## src/rtl/branch_resolver_pkg.sv

```systemverilog
// Shared types for the branch resolver: condition codes, FSM states and busy counter width.
package branch_resolver_pkg;

    typedef enum logic [3:0] {
        CondAl = 4'd0,
        CondEq = 4'd1,
        CondNe = 4'd2,
        CondLt = 4'd3,
        CondGe = 4'd4,
        CondMi = 4'd5,
        CondPl = 4'd6,
        CondVs = 4'd7,
        CondVc = 4'd8,
        CondGt = 4'd9,
        CondLe = 4'd10
    } cond_e;

    typedef enum logic [1:0] {
        StIdle = 2'd0,
        StWait = 2'd1,
        StResp = 2'd2
    } state_e;

    // Wide enough for the largest supported flag latency of 7.
    localparam int unsigned BusyW = 3;

endpackage

```

## src/rtl/branch_resolver_cond_eval.sv

```systemverilog
// Combinational condition-code evaluation against the Z/N/V flags.
module branch_resolver_cond_eval
    import branch_resolver_pkg::*;
(
    input  logic [3:0] br_cond,
    input  logic       z,
    input  logic       n,
    input  logic       v,
    output logic       taken,
    output logic       illegal
);

    always_comb begin
        taken   = 1'b0;
        illegal = 1'b0;
        case (br_cond)
            CondAl:  taken = 1'b1;
            CondEq:  taken = z;
            CondNe:  taken = ~z;
            CondLt:  taken = n ^ v;
            CondGe:  taken = ~(n ^ v);
            CondMi:  taken = n;
            CondPl:  taken = ~n;
            CondVs:  taken = v;
            CondVc:  taken = ~v;
            CondGt:  taken = ~z & ~(n ^ v);
            CondLe:  taken = z | (n ^ v);
            default: illegal = 1'b1;
        endcase
    end

endmodule

```

## src/rtl/branch_resolver.sv

```systemverilog
// Branch resolver: waits out in-flight flag writes, evaluates the condition and
// issues a registered one-cycle PC redirect, with wrap-around debug counters.
module branch_resolver
    import branch_resolver_pkg::*;
#(
    parameter int unsigned FLAG_LAT = 1,
    parameter int unsigned CNT_W    = 16
) (
    input  logic             clk,
    input  logic             rst_n,
    input  logic             br_valid,
    input  logic [3:0]       br_cond,
    input  logic [31:0]      br_pc,
    input  logic [31:0]      br_offset,
    input  logic             flag_wr,
    input  logic             flag_z,
    input  logic             flag_n,
    input  logic             flag_v,
    output logic             stall,
    output logic             redirect,
    output logic [31:0]      redirect_pc,
    output logic             illegal_cond,
    output logic [CNT_W-1:0] br_count,
    output logic [CNT_W-1:0] taken_count
);

    localparam logic [BusyW-1:0] LatLoad = BusyW'(FLAG_LAT);

    logic [BusyW-1:0] busy_q;
    state_e           state_q;
    logic             flags_busy;
    logic             accept;
    logic             taken;
    logic             illegal;
    logic [31:0]      target;

    assign flags_busy = (busy_q != '0);
    assign stall      = (state_q == StWait) ? flags_busy : (br_valid & flags_busy);
    assign accept     = br_valid & ~stall;
    assign target     = br_pc + (br_offset << 2);

    branch_resolver_cond_eval u_cond_eval (
        .br_cond (br_cond),
        .z       (flag_z),
        .n       (flag_n),
        .v       (flag_v),
        .taken   (taken),
        .illegal (illegal)
    );

    // A flag write in the same cycle as an accept only delays later branches.
    always_ff @(posedge clk or negedge rst_n) begin
        if (!rst_n) begin
            busy_q <= '0;
        end else if (flag_wr) begin
            busy_q <= LatLoad;
        end else if (flags_busy) begin
            busy_q <= busy_q - BusyW'(1);
        end
    end

    always_ff @(posedge clk or negedge rst_n) begin
        if (!rst_n) begin
            state_q      <= StIdle;
            redirect     <= 1'b0;
            redirect_pc  <= '0;
            illegal_cond <= 1'b0;
            br_count     <= '0;
            taken_count  <= '0;
        end else begin
            redirect     <= accept & taken;
            redirect_pc  <= (accept & taken) ? target : '0;
            illegal_cond <= accept & illegal;
            if (accept) begin
                br_count <= br_count + CNT_W'(1);
                if (taken) begin
                    taken_count <= taken_count + CNT_W'(1);
                end
            end
            if (accept) begin
                state_q <= StResp;
            end else if (br_valid) begin
                state_q <= StWait;
            end else begin
                state_q <= StIdle;
            end
        end
    end

endmodule

```

## config.mk

```make
export PLATFORM = sky130hd
export DESIGN_NAME = branch_resolver
export DESIGN_NICKNAME = d
export VERILOG_FILES = /design/src/rtl/branch_resolver_pkg.sv /design/src/rtl/branch_resolver_cond_eval.sv /design/src/rtl/branch_resolver.sv
export SDC_FILE = /design/constraint.sdc
export NUM_CORES = 1
export LEC_CHECK = 0
export BUFFER_PORTS_ARGS = -buffer_cell sky130_fd_sc_hd__buf_2
export CAP_MARGIN = 20
export CORE_MARGIN = 2
export CORE_UTILIZATION = 55
export DETAILED_ROUTE_END_ITERATION = 10
export GPL_TIMING_DRIVEN = 0
export PLACE_DENSITY = 0.86
export SLEW_MARGIN = 20
export SYNTH_ARGS = -nofsm -noshare
export SYNTH_HDL_FRONTEND = slang
export SYNTH_SLANG_ARGS = --single-unit
```

## constraint.sdc

```tcl
create_clock -name clk -period 4.12 [get_ports clk]
set_input_delay 0.412 -clock clk [delete_from_list [all_inputs] [get_ports clk]]
set_output_delay 0.412 -clock clk [all_outputs]
set_load 0.05 [all_outputs]
```

==> flow_metrics.env <==
export IMPL_path_max_fanout=4
export IMPL_core_area_mm2=0.007687
export IMPL_postSynth_asyncResetShare_pct=100.0
export IMPL_initialDrtViolationCount=148
export IMPL_crit_required_ns=4.39
export IMPL_via_per_inst=5.413
export IMPL_drive_gt1_share_pct=26.03
export IMPL_setup_worst_path_class="in2reg"
export IMPL_p_seq_share_pct=37.4
export IMPL_netlist_instances=475
export IMPL_reg2reg_to="redirect_pc[9]"
export IMPL_syn_num_nets=584
export IMPL_pwr_density_cell_mw_per_mm2=413.3
export IMPL_synthFlopType="dfrtp_1"
export IMPL_cp_end_kind="flip-flop"
export IMPL_synth_cell_types=49
export IMPL_dieHeight_um=92.99
export IMPL_worst_pin_slew_ns=0.6385
export IMPL_fin_crit_sh_pct=69.61
export IMPL_relSlewSlack_pct=56.99
export IMPL_ys_seq_area_share_pct=40.79
export IMPL_hold_path_startpoint="flag_wr"
export IMPL_status="finished clean"
export IMPL_area_delta_synth_final_pct=24.45
export IMPL_hold_class="in2reg"
export IMPL_grt_pass1_wl_um=17170
export IMPL_synth_largest_area_cell="dfrtp_1"
export IMPL_rows=32
export IMPL_switchingPower_uw=919.2
export IMPL_die_area_mm2=0.008647
export IMPL_combPwrFrac_pct=36.2
export IMPL_fillers=624
export IMPL_holdPathEnd="busy_q[2]"
export IMPL_cts_buffers=9
export IMPL_vdd_drop_max_uv=171.4
export IMPL_fin_area_mm2=0.005420
export IMPL_grt_start_max_net_pins=53
export IMPL_vias=3962
export IMPL_routed_wl_um=10540
export IMPL_synth_edf_count=0
export IMPL_die_w_um=92.99
export IMPL_ys_ff_latch=71
export IMPL_syn_area_mm2=0.004355
export IMPL_pin_count=142
export IMPL_crit_path_top_delay_cell="o21ai_0"
export IMPL_cts_tree="yes"
export IMPL_min_delay_path_depth=2
export IMPL_h_tree_depth=3
export IMPL_fin_nets=734
export IMPL_antenna_found_initial=0
export IMPL_path_cells="buf_2, ha_1, inv_1, fa_1, nand2b_1, a21oi_1, o2111ai_1, o21ai_0, a21oi_1, or4_1, nand2_1"
export IMPL_drtAntennaViolNets=0
export IMPL_overflow=0
export IMPL_grt_use_total_pct=24.69
export IMPL_drv_slew=0
export IMPL_fmax_mhz=348.7
export IMPL_clock_path_buffers=2
export IMPL_detailed_place_hpwl_um=8311
export IMPL_drt_wirelength_per_cell_um=14.40
export IMPL_synth_top_area_share_pct=40.79
export IMPL_reg2reg_slack_ns=1.51
export IMPL_antennaDiodeCount=0
export IMPL_firstDrtPassIters=5
export IMPL_setup_viol=0
export IMPL_fin_worst_skew_ns=0.01298
export IMPL_drc=0
export IMPL_grt_pass1_vias=3840
export IMPL_cp_arrival_ns=3.14
export IMPL_timing_rr_start="busy_q[0]"
export IMPL_cp_top_family="compound AO/OA/AOI/OAI gates"
export IMPL_ys_top_cells_by_area="dfrtp_1 41%, ha_1 9.5%, xnor2_1 6.2%"
export IMPL_cts_sinks=71
export IMPL_switching_share_pct=41.03
export IMPL_start_util_pct=56.66
export IMPL_postCtsSetupBuffers=0
export IMPL_cts_resized=0
export IMPL_p_leak_nw=2.850
export IMPL_finalHoldViolCount=0
export IMPL_yosysWarnings=0
export IMPL_syn_area_per_cell_um2=9.169
export IMPL_path_depth=11
export IMPL_clkTransAtPathRegs_ns=0.08
export IMPL_setup_tns_ns=0
export IMPL_crit_buf_inv=2
export IMPL_slowest_delay_ns=0.60
export IMPL_clk_latency_ns=0.34
export IMPL_crit_top_cell="a21oi_1"
export IMPL_p_int_mw=1.321
export IMPL_post_cts_hold_buffer_count=1
export IMPL_r2r_worst_path_cells=9
export IMPL_period_needed_ns=2.868
export IMPL_start_kind="input pin"
export IMPL_max_cap_violations=0
export IMPL_clockPowerShare_pct=26.4
export IMPL_gp_congestion=0.9501
export IMPL_rsz0062_at_grt="no"
export IMPL_cts_root_buf="clkbuf_8"
export IMPL_place_area_mm2=0.005199
export IMPL_io_buffers=137
## power groups by stage
stage	combinational (mW)	sequential [mW]	clock [mW]
after floorplan	0.365	1.07	0
after global placement	0.784	0.846	0
after detailed placement	0.806	0.851	0
after CTS	0.811	0.838	0.603
after global routing	0.884	0.845	0.633
final	0.810	0.839	0.591
## per-layer routing
| layer | part of all wire (%) | GRT usage (%) | routed length [µm] | vias to the layer above |
|---|---|---|---|---|
| met4 | 1.8 | 8.824 | 194 | 0 |
| met2 | 50 | 43.66 | 5257 | 141 |
| met1 | 43 | 31.69 | 4529 | 1839 |
| met3 | 5.3 | 2.256 | 556 | 16 |
| met5 | 0 | 0 | 0 | - |
| li1 | - | - | - | 1966 |
## worst reg2reg max path, cell delays in order (launching register included)
cell,delay (ns)
dfrtp_1,0.36
inv_1,0.05
ha_1,0.20
ha_1,0.17
clkbuf_1,0.19
nand2_1,0.22
a311o_1,0.32
clkbuf_1,0.40
clkbuf_1,0.45
nor2_1,0.11
## registers in the layout, indices dropped and copies added, names as in the netlist
signal and cells:
illegal_cond 1, br_count 16, busy_q 3, state_q 2
taken_count 16, redirect 1, redirect_pc 32
## how the worst max path moves through the flow
| stage | slack, ns | end | from |
|---|---|---|---|
| floorplan | 1.61 | redirect_pc[28] | br_pc[2] |
| global placement | 0.96 | redirect_pc[30] | br_pc[2] |
| detailed placement | 0.90 | redirect_pc[30] | br_pc[2] |
| CTS | 1.26 | redirect_pc[28] | br_pc[2] |
| global route | 1.08 | redirect_pc[30] | br_pc[2] |
| finish | 1.25 | redirect_pc[28] | br_pc[2] |
## through the flow
step	total power, mW	std cells	hold slack (ns)	util [%]	worst slack, ns
2_1_floorplan	1.435	475	0.1164	-	1.607
3_3_place_gp	1.630	714	0.4535	67.24	0.9562
3_5_place_dp	1.657	715	0.3195	67.63	0.9032
4_1_cts	2.251	732	0.2435	70.51	1.261
5_1_grt	2.362	732	0.2459	70.51	1.075
6_report	2.240	732	0.2575	70.51	1.252
## layout make-up
type | instances | area (µm²) | area share (%)
sequential | 71 | 1777 | 32.78
inverter | 21 | 78.83 | 1.454
buffer | 16 | 71.32 | 1.316
multi-input combinational | 367 | 2429 | 44.81
clock inverter | 7 | 87.58 | 1.616
clock buffer | 9 | 123.9 | 2.285
tap | 102 | 127.6 | 2.355
timing repair buffer | 139 | 725.7 | 13.39
## cells in the final DEF, fill, tap and decap left out, types with 3 or more instances in the layout
master / synthesis / final
buf_2: 3 / 139
dfrtp_1: 71 / 71
nor2_1: 45 / 45
nand2_1: 44 / 44
a21oi_1: 44 / 44
ha_1: 33 / 33
xnor2_1: 31 / 31
xor2_1: 25 / 25
inv_1: 20 / 20
nand3_1: 19 / 19
nand4_1: 14 / 14
o21ai_0: 14 / 14
clkbuf_1: 12 / 12
nand2b_1: 9 / 9
clkbuf_8: 0 / 9
nor3_1: 8 / 8
a21o_1: 7 / 7
o21a_1: 6 / 6
nor4_1: 5 / 5
and2_1: 5 / 5
nor2b_1: 4 / 4
or2_2: 4 / 4
o21bai_1: 4 / 4
mux2i_1: 4 / 4
a211oi_1: 4 / 4
and3_1: 4 / 4
a31oi_1: 4 / 4
o22ai_1: 3 / 3
o211ai_1: 3 / 3
o31ai_1: 3 / 3
a21boi_0: 3 / 3
inv_8: 0 / 3
## Yosys cell counts (2+ instances only)
library cell and instances:
o22ai_1 3, nand4_1 14, o21a_1 6, a31oi_1 4, xnor2_1 31, inv_1 20
nand3_1 19, and3_1 4, o211ai_1 3, and2_1 5, nor2b_1 4, a211oi_1 4
a21oi_1 44, nor4_1 5, a21boi_0 3, nor2_1 45, buf_2 3, nand2_1 44
o2111ai_1 2, a21o_1 7, nor3_1 8, ha_1 33, or2_2 4, xor2_1 25
o31ai_1 3, clkbuf_1 12, nand2b_1 9, dfrtp_1 71, o21bai_1 4, o21ai_0 14
mux2i_1 4
## logic make-up after synthesis
logic type                 Yosys count  synth area share, %
AOI/OAI and AO/OA                  106                15.34
xor gates and xnor gates            56                11.26
adders and majority gates           34                9.940
buffers and inverters               37                3.447
DFF                                 71                40.79
muxes                                4               0.9193
and+or+nand+nor                    167                18.30
No activity file was read; power rests on OpenSTA's default activity.
